**src/rtl/text_buffer_ctrl_if.sv**
```systemverilog
// Command channel between a requester and text_buffer_ctrl.
// The requester holds op/data stable while cmd_valid is high until cmd_ready accepts it.
interface text_buffer_ctrl_if;
  logic       cmd_valid;
  logic       cmd_ready;
  logic [1:0] cmd_op;
  logic [7:0] cmd_data;

  modport master (output cmd_valid, output cmd_op, output cmd_data, input cmd_ready);
  modport slave  (input cmd_valid, input cmd_op, input cmd_data, output cmd_ready);
endinterface

```
**src/rtl/text_buffer_ctrl.sv**
```systemverilog
// 4x16 character buffer with a write cursor, a command port and a 64-cycle clear sequencer.
// The display read port is purely combinational and never waits on command traffic.
module text_buffer_ctrl #(
  parameter logic [7:0] CLEAR_CHAR = 8'd32
) (
  input  logic                     clk,
  input  logic                     rst,
  text_buffer_ctrl_if.slave        cmd,
  input  logic [5:0]               charAddress,
  output logic [7:0]               charOutput,
  output logic [5:0]               cursor,
  output logic                     busy
);

  typedef enum logic {IDLE, CLEAR} state_t;
  typedef enum logic [1:0] {OP_PUT, OP_SETCUR, OP_CLEAR, OP_BKSP} op_t;

  localparam logic [7:0] NEWLINE = 8'h0A;

  state_t     state, nextState;
  logic [5:0] clrIdx, nextClrIdx;
  logic [5:0] nextCursor;
  logic [1:0] nextRow;
  logic       wrEn;
  logic [5:0] wrAddr;
  logic [7:0] wrData;
  op_t        op;

  logic [7:0] mem [64];

  assign charOutput    = mem[charAddress];
  assign cmd.cmd_ready = (state == IDLE);
  assign busy          = (state == CLEAR);
  assign op            = op_t'(cmd.cmd_op);
  assign nextRow       = cursor[5:4] + 2'd1;

  // NOTE: every signal gets a default before the case so no path leaves one unassigned and infers a latch.
  always_comb begin
    nextState  = state;
    nextClrIdx = clrIdx;
    nextCursor = cursor;
    wrEn       = 1'b0;
    wrAddr     = cursor;
    wrData     = cmd.cmd_data;

    case (state)
      IDLE: begin
        if (cmd.cmd_valid) begin
          case (op)
            OP_PUT: begin
              if (cmd.cmd_data == NEWLINE) begin
                nextCursor = {nextRow, 4'b0000};
              end else begin
                wrEn       = 1'b1;
                nextCursor = cursor + 6'd1;
              end
            end
            OP_SETCUR: nextCursor = cmd.cmd_data[5:0];
            OP_CLEAR: begin
              nextState  = CLEAR;
              nextClrIdx = 6'd0;
            end
            OP_BKSP: begin
              wrEn       = 1'b1;
              wrAddr     = cursor - 6'd1;
              wrData     = CLEAR_CHAR;
              nextCursor = cursor - 6'd1;
            end
            default: ;
          endcase
        end
      end
      CLEAR: begin
        wrEn       = 1'b1;
        wrAddr     = clrIdx;
        wrData     = CLEAR_CHAR;
        nextClrIdx = clrIdx + 6'd1;
        // Cursor is homed only together with the last clear write.
        if (clrIdx == 6'd63) begin
          nextState  = IDLE;
          nextCursor = 6'd0;
        end
      end
      default: nextState = CLEAR;
    endcase
  end

  always_ff @(posedge clk) begin
    if (rst) begin
      state  <= CLEAR;
      clrIdx <= 6'd0;
      cursor <= 6'd0;
    end else begin
      state  <= nextState;
      clrIdx <= nextClrIdx;
      cursor <= nextCursor;
    end
  end

  // NOTE: the storage array has no reset branch; the post-reset clear sequence initialises it.
  always_ff @(posedge clk) begin
    if (wrEn && !rst) begin
      mem[wrAddr] <= wrData;
    end
  end

endmodule

```
**src/flat_wrapper.sv**
```systemverilog
// flat-port wrapper written by rule: the top's interface ports become plain ports
module text_buffer_ctrl_flat 
#(
  parameter logic [7:0] CLEAR_CHAR = 8'd32
)
  (clk, rst, charAddress, charOutput, cursor, busy, cmd_cmd_valid, cmd_cmd_op, cmd_cmd_data, cmd_cmd_ready);
  text_buffer_ctrl_if cmd_i ();
  input  logic clk;
  input  logic rst;
  input  logic [5:0] charAddress;
  output logic [7:0] charOutput;
  output logic [5:0] cursor;
  output logic busy;
  input wire logic [$bits(cmd_i.cmd_valid)-1:0] cmd_cmd_valid;
  input wire logic [$bits(cmd_i.cmd_op)-1:0] cmd_cmd_op;
  input wire logic [$bits(cmd_i.cmd_data)-1:0] cmd_cmd_data;
  output wire logic [$bits(cmd_i.cmd_ready)-1:0] cmd_cmd_ready;
  assign cmd_i.cmd_valid = cmd_cmd_valid;
  assign cmd_i.cmd_op = cmd_cmd_op;
  assign cmd_i.cmd_data = cmd_cmd_data;
  assign cmd_cmd_ready = cmd_i.cmd_ready;
  text_buffer_ctrl #(.CLEAR_CHAR(CLEAR_CHAR)) u_core (.clk(clk), .rst(rst), .cmd(cmd_i), .charAddress(charAddress), .charOutput(charOutput), .cursor(cursor), .busy(busy));
endmodule
```
**config.mk**
```make
export PLATFORM = sky130hd
export DESIGN_NAME = text_buffer_ctrl_flat
export DESIGN_NICKNAME = d
export VERILOG_FILES = /design/src/rtl/text_buffer_ctrl_if.sv /design/src/rtl/text_buffer_ctrl.sv /design/src/flat_wrapper.sv
export SDC_FILE = /design/constraint.sdc
export NUM_CORES = 1
export LEC_CHECK = 0
export CORE_UTILIZATION = 31
export DETAILED_ROUTE_END_ITERATION = 16
export DONT_BUFFER_PORTS = 1
export SYNTH_ARGS = -nofsm -noshare
export SYNTH_HDL_FRONTEND = slang
export SYNTH_SLANG_ARGS = --single-unit
```
**constraint.sdc**
```tcl
create_clock -name clk -period 3.5 [get_ports clk]
set_input_delay 0.175 -clock clk [delete_from_list [all_inputs] [get_ports clk]]
set_output_delay 0.175 -clock clk [all_outputs]
set_load 0.02 [all_outputs]
```
==> flow_summary.ini <==
[power_and_ir_drop]
leakagePower_nw = 7.79
comb_power_share = 0.035
switchingPower_mw = 2.61
power_density_nw_per_um2 = 531
vdd_ir_drop_max_mv = 0.390
cell_internal_power_mw = 10.4
switching_fraction_of_total_power = 0.200
power_total_mw = 13.0
power_frac_clock = 0.442
power_frac_seq = 0.523

[synthesis]
largest_family_of_logic_cells_by_synthesized_area = multiplexers
primary_ff_master_synth = sky130_fd_sc_hd__edfxtp_1
syn-cell-area_sq_um = 21200
synth_area_per_cell_sq_um = 19.6
mappedNetlistNets = 1107
ys_types = 62
netlist_instances = 1080
ys_seq_elements = 525
synth.area.mux_share = 0.142
yosys_warnings = 0
synth_enable_flop_cells = 512
synth-async-reset-ratio = 0
post_synth_fa_ha_maj_area_fraction = 0.00472
yosys.area_share.simple = 0.0484
parity_gate_share_of_the_synthesized_area_counting_xor_and_xnor_cells = 0.00124
synth_compound_area_frac = 0.0505
seq_area_frac_synth = 0.738

[cts]
worstSkewPairLatency_ns = 0.60
cts_tree = done
clock_tree.root_cell = sky130_fd_sc_hd__clkbuf_16
clk_path_buf_depth = 3
clkSinkCount = 525
clk_pin_slew_ns = 0.06
tritoncts.num_buffers = 55
clock_tree.htree_level_count = 2
post_cts_resize_count = 0

[route]
drc_errors = 0
routed_wl_mm = 50.3
avgRoutedWirePerCell_um = 23.9
num_vias = 10900
ant_nets = 0
vias_per_cell = 5.19
detailedRoute.firstPassIterationCount = 5
detail_route.iter0.violations = 1190

[die]
die_height_um = 263
core_area_sq_um = 67400
initial_util = 0.314
num_rows = 95
die_x_um = 263
ios = 35
die_area_sq_um = 69400

[worst_setup_path]
worstSetupStartpoint = u_core.cursor[0]$_SDFFE_PP0P_
r2r_setup_slack_ns = 0.72
cp-start-kind = flop
worstPathArrival_ns = 3.07
worstPathMaxFanout = 9
critical_register_to_register_path_endpoint = u_core.mem[44][7]$_DFFE_PP_
kind_of_capture_point_of_the_worst_setup_path = flop
reg2reg_depth = 7
timing.rr.start = u_core.cursor[0]$_SDFFE_PP0P_
timing_worst_setup_path_type = flop to flop
required_ns = 3.79

[run_status]
status = completed

[sta]
worst_clock_skew_on_the_final_layout_ns = 0.00927
actual_transition_at_the_worst_max_transition_pin_ns = 0.954
setup_ws_ns = 0.718
setup_repair_after_global_routing_missed_its_margin = false
final_hold_viol_count = 0
setup_viol = 0
total_negative_setup_slacks_ns = 0
relSlewSlack = 0.364
highest_clock_frequency_the_design_can_meet_mhz = 359
final_max_slew_viol_count = 0
fin_crit_sh = 0.795
period_needed_ns = 2.78

[cells_and_area]
layout.cells.most_common_list = 512 x sky130_fd_sc_hd__edfxtp_1, 122 x sky130_fd_sc_hd__mux4_2, 90 x sky130_fd_sc_hd__buf_4
fin_nets = 1211
final_core_util = 0.365
drive_gt1_frac = 0.271
num-fill-cells = 6092
antenna_cells = 0
synthToLayoutAreaGrowth_pct = 16.0
post-route-cell-area_sq_um = 24600
mostFrequentLayoutCell = sky130_fd_sc_hd__edfxtp_1

[global_route]
grt_max_degree = 133
grt_antenna_before_repair = 0
groute.usage.overall = 0.145
first_pass_grt_wire_length_mm = 74.8
overflow = 0
grt_pass1_vias = 11100

[min_path]
class_of_the_worst_hold_path = input pin to flop
worst_hold_path.num_cells = 4
whs_endpoint = u_core.clrIdx[2]$_SDFFE_PP0P_
timing.hold.worst.start = cmd_cmd_op[1]

[place]
gpl.final_weighted_congestion = 0.811
numPortBuffers = 0
post_dp_cell_area_sq_um = 22700
dp_worst_setup_slack_ns = 0.713
hpwlAfterDp_mm = 30.9

[job]
maxCapViolCount = 0
## power groups by stage
| stage | logic, mW | clock network (mW) | registers [mW] |
|---|---|---|---|
| 5_1_grt | 0.482 | 6.10 | 6.82 |
| 6_report | 0.458 | 5.77 | 6.82 |
| 2_1_floorplan | 0.387 | 0 | 6.95 |
| 3_5_place_dp | 0.451 | 0 | 6.95 |
| 3_3_place_gp | 0.448 | 0 | 6.95 |
| 4_1_cts | 0.462 | 5.87 | 6.82 |
## flip-flops by register name, summed over array words and instances, names as in the netlist
register	cells
u_core.busy	1
u_core.clrIdx	6
u_core.cursor	6
u_core.mem	512
## stage by stage
step                cells  hold WS (ns)
floorplan            1080         0.419
global placement     1989         0.248
detailed placement   1989         0.247
CTS                  2101        0.0746
global route         2101         0.103
finish               2101        0.0917
## layer usage
layer	vias up	track usage	wire length, um
met3	73	0.0311	3700
met4	0	0.0441	1310
met1	5683	0.204	22000
li1	4717	-	-
met2	427	0.224	23300
met5	-	0	0
## cell type report
class,instances,area (sq um),share of cell area
Clock buffer,70,1480,0.0600
Clock inverter,31,307,0.0125
Inverter,9,33.8,0.00137
Multi-Input combinational cell,491,5240,0.213
Sequential cell,525,15600,0.636
Tap cell,873,1090,0.0444
Timing Repair Buffer,102,806,0.0328
## synthesized netlist by cell type, types with 3 or more instances
library cell                number  area, sq um
sky130_fd_sc_hd__a211o_1         3         26.3
sky130_fd_sc_hd__or3_1           4         25.0
sky130_fd_sc_hd__a21oi_1        18         90.1
sky130_fd_sc_hd__mux2i_1        20          200
sky130_fd_sc_hd__a311oi_1        4         35.0
sky130_fd_sc_hd__nor2_1         83          312
sky130_fd_sc_hd__buf_1           4         15.0
sky130_fd_sc_hd__ha_1            8          100
sky130_fd_sc_hd__clkbuf_1       22         82.6
sky130_fd_sc_hd__buf_2          14         70.1
sky130_fd_sc_hd__o22ai_1        45          282
sky130_fd_sc_hd__nor3_1          7         35.0
sky130_fd_sc_hd__a2111oi_0      10         87.6
sky130_fd_sc_hd__and2_1         11         68.8
sky130_fd_sc_hd__edfxtp_1      512        15400
sky130_fd_sc_hd__a22o_1          3         26.3
sky130_fd_sc_hd__nand2b_1       15         93.8
sky130_fd_sc_hd__nand3_4         7          123
sky130_fd_sc_hd__mux4_2        122         2750
sky130_fd_sc_hd__buf_6           5         56.3
sky130_fd_sc_hd__nand2_1        23         86.3
sky130_fd_sc_hd__mux2_2          5         56.3
sky130_fd_sc_hd__o2111ai_2       8          120
sky130_fd_sc_hd__nor2b_1         9         56.3
sky130_fd_sc_hd__nor4_1         10         62.6
sky130_fd_sc_hd__buf_4          10         75.1
sky130_fd_sc_hd__o21ai_1         3         15.0
sky130_fd_sc_hd__a22oi_1         3         22.5
sky130_fd_sc_hd__nand3_1         5         25.0
sky130_fd_sc_hd__o32ai_1         4         35.0
sky130_fd_sc_hd__a31oi_1         7         43.8
sky130_fd_sc_hd__o21ai_0        15         75.1
sky130_fd_sc_hd__inv_1           9         33.8
sky130_fd_sc_hd__dfxtp_1        13          260
## worst max path at each step
stage / endpoint / slack, ns
5_1_grt: u_core.mem[15][0]$_DFFE_PP_ / 0.60
6_report: u_core.mem[44][7]$_DFFE_PP_ / 0.72
2_1_floorplan: u_core.mem[15][0]$_DFFE_PP_ / 0.73
4_1_cts: charOutput[2] / 0.68
3_3_place_gp: u_core.mem[52][6]$_DFFE_PP_ / 0.74
3_5_place_dp: u_core.mem[3][1]$_DFFE_PP_ / 0.71
## kinds of logic (layout without fill, tap and decap cells)
group	count (synthesis)	in the layout
AO/OA/AOI/OAI	143	143
XOR/XNOR	3	3
adder cells (fa/ha/maj)	8	8
buffers and inverters	64	212
flip-flops	525	525
multiplexers	147	147
AND/OR/NAND/NOR	190	190
## repair_timing
action	in CTS	in global routing
hold endpoints to repair	12	0
hold buffers	11	0
buffers inserted	0	0
## critical path, cell delays in order (launching register included)
cell and delay [ns]:
sky130_fd_sc_hd__dfxtp_1 0.31, sky130_fd_sc_hd__buf_4 0.18, sky130_fd_sc_hd__or3_1 0.44, sky130_fd_sc_hd__or3_1 0.40
sky130_fd_sc_hd__a31oi_4 0.37, sky130_fd_sc_hd__nand3_4 0.23, sky130_fd_sc_hd__nor2_1 0.29, sky130_fd_sc_hd__buf_4 0.25
(Power assumes the default switching activity.)
